==> config.mk <==
export PLATFORM = sky130hd
export DESIGN_NAME = phase_select_mux_flat
export DESIGN_NICKNAME = d
export VERILOG_FILES = /design/src/rtl/phase_select_mux_if.sv /design/src/rtl/phase_select_mux.sv /design/src/flat_wrapper.sv
export SDC_FILE = /design/constraint.sdc
export NUM_CORES = 1
export LEC_CHECK = 0
export ABC_AREA = 1
export CORE_ASPECT_RATIO = 0.75
export CORE_MARGIN = 2
export CORE_UTILIZATION = 25
export DETAILED_ROUTE_END_ITERATION = 12
export MAX_ROUTING_LAYER = met4
export PLACE_DENSITY = 0.56
export SYNTH_ARGS = -nofsm -noshare
export SYNTH_HDL_FRONTEND = slang
export SYNTH_SLANG_ARGS = --single-unit
==> constraint.sdc <==
create_clock -name clk -period 3.8 [get_ports clk]
set_input_delay 0.76 -clock clk [delete_from_list [all_inputs] [get_ports clk]]
set_output_delay 0.76 -clock clk [all_outputs]
set_load 0.005 [all_outputs]
==> src/rtl/phase_select_mux_if.sv <==
// Handshake-free control/data bundle between the CDR loop logic and the phase selector.
// Carries the oversampled phase vector, step/load commands and the selector's outputs.
// master drives phases and commands; slave (the selector) drives selection and status.
interface phase_select_mux_if #(
  parameter int N_PHASES = 8,
  parameter int SEL_W    = $clog2(N_PHASES)
);
  // Inputs to the selector
  logic [N_PHASES-1:0] phases;
  logic                step_up;
  logic                step_dn;
  logic                load;
  logic [SEL_W-1:0]    load_sel;

  // Outputs from the selector
  logic                data_out;
  logic [SEL_W-1:0]    sel;
  logic                step_ack;
  logic                slip_up;
  logic                slip_dn;
  logic                busy;

  modport master (
    output phases, step_up, step_dn, load, load_sel,
    input  data_out, sel, step_ack, slip_up, slip_dn, busy
  );

  modport slave (
    input  phases, step_up, step_dn, load, load_sel,
    output data_out, sel, step_ack, slip_up, slip_dn, busy
  );
endinterface

==> src/rtl/phase_select_mux.sv <==
// Registered N:1 phase selector steered by single-step up/down commands with hold-off.
// Latency: command -> sel/status at the same edge; sel -> data_out one edge later.
// No backpressure: steps arriving while busy or together with load are dropped, never queued.
module phase_select_mux #(
  parameter int N_PHASES = 8,
  parameter int SEL_W    = $clog2(N_PHASES),
  parameter int HOLDOFF  = 4,
  parameter int INIT_SEL = 0
) (
  input  logic                 clk,
  input  logic                 rst,
  phase_select_mux_if.slave    bus
);

  // Hold-off counter must hold HOLDOFF; a zero hold-off still gets a 1-bit counter.
  localparam int HO_W  = (HOLDOFF < 1) ? 1 : $clog2(HOLDOFF + 1);
  localparam int SEL_WP = SEL_W + 1;

  localparam logic [SEL_W-1:0]  SEL_LAST  = SEL_W'(N_PHASES - 1);
  localparam logic [SEL_W-1:0]  SEL_INIT  = SEL_W'(INIT_SEL);
  localparam logic [SEL_WP-1:0] SEL_LIMIT = SEL_WP'(N_PHASES);
  localparam logic [HO_W-1:0]   HO_LOAD   = HO_W'(HOLDOFF);

  // Registered state
  logic [SEL_W-1:0] r_sel;
  logic [HO_W-1:0]  r_cnt;
  logic             r_data;
  logic             r_ack;
  logic             r_slip_up;
  logic             r_slip_dn;

  // Decode of the current cycle's request
  logic             w_busy;
  logic             w_one_step;
  logic             w_accept;
  logic             w_load_ok;
  logic             w_at_last;
  logic             w_at_first;
  logic [SEL_W-1:0] w_sel_inc;
  logic [SEL_W-1:0] w_sel_dec;
  logic [SEL_W-1:0] w_sel_step;
  logic [HO_W-1:0]  w_cnt_next;

  assign w_busy     = (r_cnt != '0);
  // Opposing requests in the same cycle cancel each other.
  assign w_one_step = bus.step_up ^ bus.step_dn;
  assign w_accept   = !bus.load && w_one_step && !w_busy;

  // Out-of-range load values (possible when N_PHASES is not a power of two) are ignored.
  assign w_load_ok  = ({1'b0, bus.load_sel} < SEL_LIMIT);

  // Modulo-N_PHASES stepping; the wrap points also drive the slip flags.
  assign w_at_last  = (r_sel == SEL_LAST);
  assign w_at_first = (r_sel == '0);
  assign w_sel_inc  = w_at_last  ? '0       : r_sel + SEL_W'(1);
  assign w_sel_dec  = w_at_first ? SEL_LAST : r_sel - SEL_W'(1);
  assign w_sel_step = bus.step_up ? w_sel_inc : w_sel_dec;

  // Counter free-runs down to zero unless reloaded by an accepted step or cleared by load.
  assign w_cnt_next = w_busy ? (r_cnt - HO_W'(1)) : r_cnt;

  // Selection, hold-off counter and one-cycle status pulses.
  always_ff @(posedge clk) begin
    if (rst) begin
      r_sel     <= SEL_INIT;
      r_cnt     <= '0;
      r_ack     <= 1'b0;
      r_slip_up <= 1'b0;
      r_slip_dn <= 1'b0;
    end else begin
      r_ack     <= 1'b0;
      r_slip_up <= 1'b0;
      r_slip_dn <= 1'b0;
      r_cnt     <= w_cnt_next;
      if (bus.load) begin
        if (w_load_ok) begin
          r_sel <= bus.load_sel;
        end
        r_cnt <= '0;
      end else if (w_accept) begin
        r_sel     <= w_sel_step;
        r_ack     <= 1'b1;
        r_cnt     <= HO_LOAD;
        r_slip_up <= bus.step_up && w_at_last;
        r_slip_dn <= bus.step_dn && w_at_first;
      end
    end
  end

  // Data register samples the phase chosen by the selection held before this edge.
  always_ff @(posedge clk) begin
    if (rst) begin
      r_data <= 1'b0;
    end else begin
      r_data <= bus.phases[r_sel];
    end
  end

  assign bus.data_out = r_data;
  assign bus.sel      = r_sel;
  assign bus.step_ack = r_ack;
  assign bus.slip_up  = r_slip_up;
  assign bus.slip_dn  = r_slip_dn;
  assign bus.busy     = w_busy;

  // A single step can only wrap in one direction.
  a_slip_excl: assert property (@(posedge clk) disable iff (rst) !(r_slip_up && r_slip_dn));

  // Selection never leaves the legal phase range.
  a_sel_range: assert property (@(posedge clk) disable iff (rst) ({1'b0, r_sel} < SEL_LIMIT));

endmodule
==> src/flat_wrapper.sv <==
// flat-port wrapper written by rule: the top's interface ports become plain ports
module phase_select_mux_flat 
#(
  parameter int N_PHASES = 8,
  parameter int SEL_W    = $clog2(N_PHASES),
  parameter int HOLDOFF  = 4,
  parameter int INIT_SEL = 0
)
  (clk, rst, bus_phases, bus_step_up, bus_step_dn, bus_load, bus_load_sel, bus_data_out, bus_sel, bus_step_ack, bus_slip_up, bus_slip_dn, bus_busy);
  phase_select_mux_if #(.N_PHASES(N_PHASES), .SEL_W(SEL_W)) bus_i ();
  input  logic clk;
  input  logic rst;
  input wire logic [$bits(bus_i.phases)-1:0] bus_phases;
  input wire logic [$bits(bus_i.step_up)-1:0] bus_step_up;
  input wire logic [$bits(bus_i.step_dn)-1:0] bus_step_dn;
  input wire logic [$bits(bus_i.load)-1:0] bus_load;
  input wire logic [$bits(bus_i.load_sel)-1:0] bus_load_sel;
  output wire logic [$bits(bus_i.data_out)-1:0] bus_data_out;
  output wire logic [$bits(bus_i.sel)-1:0] bus_sel;
  output wire logic [$bits(bus_i.step_ack)-1:0] bus_step_ack;
  output wire logic [$bits(bus_i.slip_up)-1:0] bus_slip_up;
  output wire logic [$bits(bus_i.slip_dn)-1:0] bus_slip_dn;
  output wire logic [$bits(bus_i.busy)-1:0] bus_busy;
  assign bus_i.phases = bus_phases;
  assign bus_i.step_up = bus_step_up;
  assign bus_i.step_dn = bus_step_dn;
  assign bus_i.load = bus_load;
  assign bus_i.load_sel = bus_load_sel;
  assign bus_data_out = bus_i.data_out;
  assign bus_sel = bus_i.sel;
  assign bus_step_ack = bus_i.step_ack;
  assign bus_slip_up = bus_i.slip_up;
  assign bus_slip_dn = bus_i.slip_dn;
  assign bus_busy = bus_i.busy;
  phase_select_mux #(.N_PHASES(N_PHASES), .SEL_W(SEL_W), .HOLDOFF(HOLDOFF), .INIT_SEL(INIT_SEL)) u_core (.clk(clk), .rst(rst), .bus(bus_i));
endmodule
==> results.md <==
## Run
- **maxcap violations** 0

## Cells and area
- **commonest cells after routing, fill and taps aside** sky130_fd_sc_hd__nand2_1, sky130_fd_sc_hd__clkdlybuf4s50_1, sky130_fd_sc_hd__nand3_1
- **number of fill cells in the layout** 271
- **# nets final** 156
- **Area growth syn-to-layout** 47.8%
- **ant diodes** 0
- **share of layout cells above drive strength 1** 0.135
- **most common cell after layout, fill and taps aside** sky130_fd_sc_hd__nand2_1

## Place
- **pre-CTS worst setup slack** 1760 ps
- **number of port buffers** 23
- **final weighted congestion of routability-driven global placement** 0.847
- **DP HPWL** 1.26 mm

## Worst setup path
- **slowest cell on the critical path** sky130_fd_sc_hd__clkdlybuf4s50_1
- **logic depth of the worst setup path including buffers** 4
- **crit path buf inv count** 2
- **critical path fanouts, max** 5
- **cell chain of the critical path** inv_1 > ha_1 > nand2_2 > clkdlybuf4s50_1
- **type of element launching the critical path** register
- **arrival time of data at the critical path endpoint** 1530 ps
- **family with the most delay on the worst path** buffers and inverters
- **critical path required time** 3040 ps
- **critical path's largest stage delay** 520 ps
- **worst setup path class** reg2out
- **type of destination of the critical path** primary output
- **logic depth of the worst register-to-register path** 7

## GRT
- **pin count of the biggest net entering global routing** 10
- **GRT Util Overall** 0.118
- **initial antenna violation count** 0
- **gr ovfl total** 0
- **number of global-route vias before repair** 640
- **Global Route met3 Usage** 0.0342
- **first-pass GRT wire length** 2.83 mm
- **met2 Resource Use GR** 0.158
- **most used routing layer in global routing** met1
- **met1 GRT Util** 0.162

## Floorplan
- **die span in x** 64.7 um
- **die extent in y** 49.5 um
- **number of rows created at floorplan** 16
- **effective utilization at floorplan** 0.263
- **placeable core area** 2620 sq um
- **Total Die Area** 3200 sq um
- **IO Pins** 24

## Synthesis
- **average cell area after synthesis** 6.52 sq um
- **Yosys warning total** 0
- **proportion of synthesized chip area in sequential cells** 0.290
- **instance count of the mapped netlist** 106
- **flip-flop and latch count after synthesis** 10
- **synthesized net count** 128
- **post-synthesis cell type count** 16
- **post-synthesis instance area** 691 sq um

## Routing
- **total vias in the final route** 715
- **Final Routed Wirelength** 1.54 mm
- **detail-routed via count per cell** 4.23
- **number of DRC markers in iteration 0** 25
- **DRC violations left** 0
- **detailed-router iteration count before antenna repair** 4
- **remaining antenna violation count** 0
- **average wire length per cell after detail routing** 9.14 um

## Clock tree
- **cell at the root of the clock tree** sky130_fd_sc_hd__clkbuf_8
- **latest clock arrival within the worst-skew pair** 240 ps
- **number of buffers between clock root and the deepest sink** 2
- **Post-CTS Setup Repair Bufs** 0
- **number of clock sinks** 10
- **number of H-tree levels** 1
- **hold bufs inserted after CTS** 0
- **post-CTS resize count** 0
- **TritonCTS clock tree** done
- **CTS buffer count** 3
- **CTS clk-pin slew, worst paths** 50 ps

## STA
- **achievable clock frequency** 437 MHz
- **final critical delay including setup and external delays** 2290 ps
- **Final Max Slew Viols** 0
- **Worst Clk Skew** 2.46 ps
- **Worst-Margin Slew** 393 ps
- **setup TNS** 0 ps
- **final setup margin** 1510 ps
- **Max-slew headroom** 0.737
- **Final Setup Violations** 0
- **period utilization** 0.602
- **number of hold-slack violations in the final timing report** 0
- **unrepaired setup endpoints after global routing** false

## Hold path
- **classification of the worst-slack hold path** reg2reg
- **Hold Path Stages** 2

## Power and ir drop
- **static leakage power** 0.485 nW
- **Power Density** 344 nW/um^2
- **worst vdd ir** 0.0963 mV

## Outcome
- **status** finished, final reports clean

-- final cells by class --
cell class / count / area, sq um / area share
multi-input cells: 78 / 423 / 0.414
repair buffers: 23 / 230 / 0.225
flip-flops and latches: 10 / 200 / 0.196
inverters: 18 / 67.6 / 0.0662
clock buffers: 4 / 55.1 / 0.0539
well taps: 36 / 45.0 / 0.0441
-- cell usage after synthesis --
cell / n / area share
sky130_fd_sc_hd__a21oi_1: 2 / 0.014
sky130_fd_sc_hd__inv_1: 14 / 0.076
sky130_fd_sc_hd__xor2_1: 2 / 0.025
sky130_fd_sc_hd__a21boi_1: 1 / 0.011
sky130_fd_sc_hd__ha_1: 6 / 0.11
sky130_fd_sc_hd__nand2_4: 1 / 0.016
sky130_fd_sc_hd__nand3_1: 16 / 0.12
sky130_fd_sc_hd__nand2_2: 5 / 0.045
sky130_fd_sc_hd__dfxtp_1: 10 / 0.29
sky130_fd_sc_hd__nor2_2: 1 / 0.0091
sky130_fd_sc_hd__nand2_1: 26 / 0.14
sky130_fd_sc_hd__nor2_1: 15 / 0.082
sky130_fd_sc_hd__nor2_4: 1 / 0.016
sky130_fd_sc_hd__a21oi_2: 1 / 0.013
sky130_fd_sc_hd__nand3_2: 1 / 0.014
sky130_fd_sc_hd__inv_2: 4 / 0.022
-- worst paths after layout --
kind,start,end,slack [ps]
max reg2reg,u_core.bus.sel[0],u_core.bus.sel[1],2370
min reg2reg,u_core.r_cnt[1],u_core.r_cnt[1],500
min,u_core.r_cnt[1],u_core.r_cnt[1],500
max,u_core.r_cnt[0],bus_busy,1510
-- metal layers --
layer,share of wire,up-vias
li1,-,380
met1,0.53,307
met2,0.39,24
met3,0.054,4
met4,0.020,0
met5,0,-
-- cells by family after synthesis --
group	Yosys count	share of synthesized area
simple gates	66	0.440
buf+inv	18	0.0978
fa+ha+maj	6	0.109
xor+xnor	2	0.0254
compound gates	4	0.0381
flops	10	0.290
-- where the power goes --
part           internal (mW)  leakage [nW]  switching [mW]  total (mW)
Sequential             0.113        0.0819         0.00843       0.121
Clock                 0.0910        0.0288          0.0409       0.132
Combinational         0.0501         0.374          0.0482      0.0983
Total                  0.254         0.485          0.0975       0.352
-- registers in the layout (all words and copies together), names as in the netlist --
signal and flops:
u_core.bus.step_ack 1, u_core.bus.data_out 1, u_core.r_cnt 3, u_core.bus.slip_up 1, u_core.bus.sel 3, u_core.bus.slip_dn 1
-- worst register-to-register path, cell delays in order, from the launching register on --
cell	delay (ps)
sky130_fd_sc_hd__dfxtp_1	500
sky130_fd_sc_hd__inv_2	120
sky130_fd_sc_hd__ha_1	330
sky130_fd_sc_hd__nand2_1	70
sky130_fd_sc_hd__nand2_1	40
sky130_fd_sc_hd__nor2_1	140
sky130_fd_sc_hd__nand3_1	100
sky130_fd_sc_hd__nand3_1	70
-- stage by stage --
stage                     utilization  area (sq um)  cells  power, mW  hold slack (ps)
after global placement          0.368           966    165      0.222              489
after detailed placement        0.368           966    165      0.222              497
after global routing            0.389          1020    169      0.378              539
final                           0.389          1020    169      0.352              503
after CTS                       0.389          1020    169      0.356              505
after floorplan                     -           691    106      0.178              464
No activity file was read; power rests on OpenSTA's default activity.
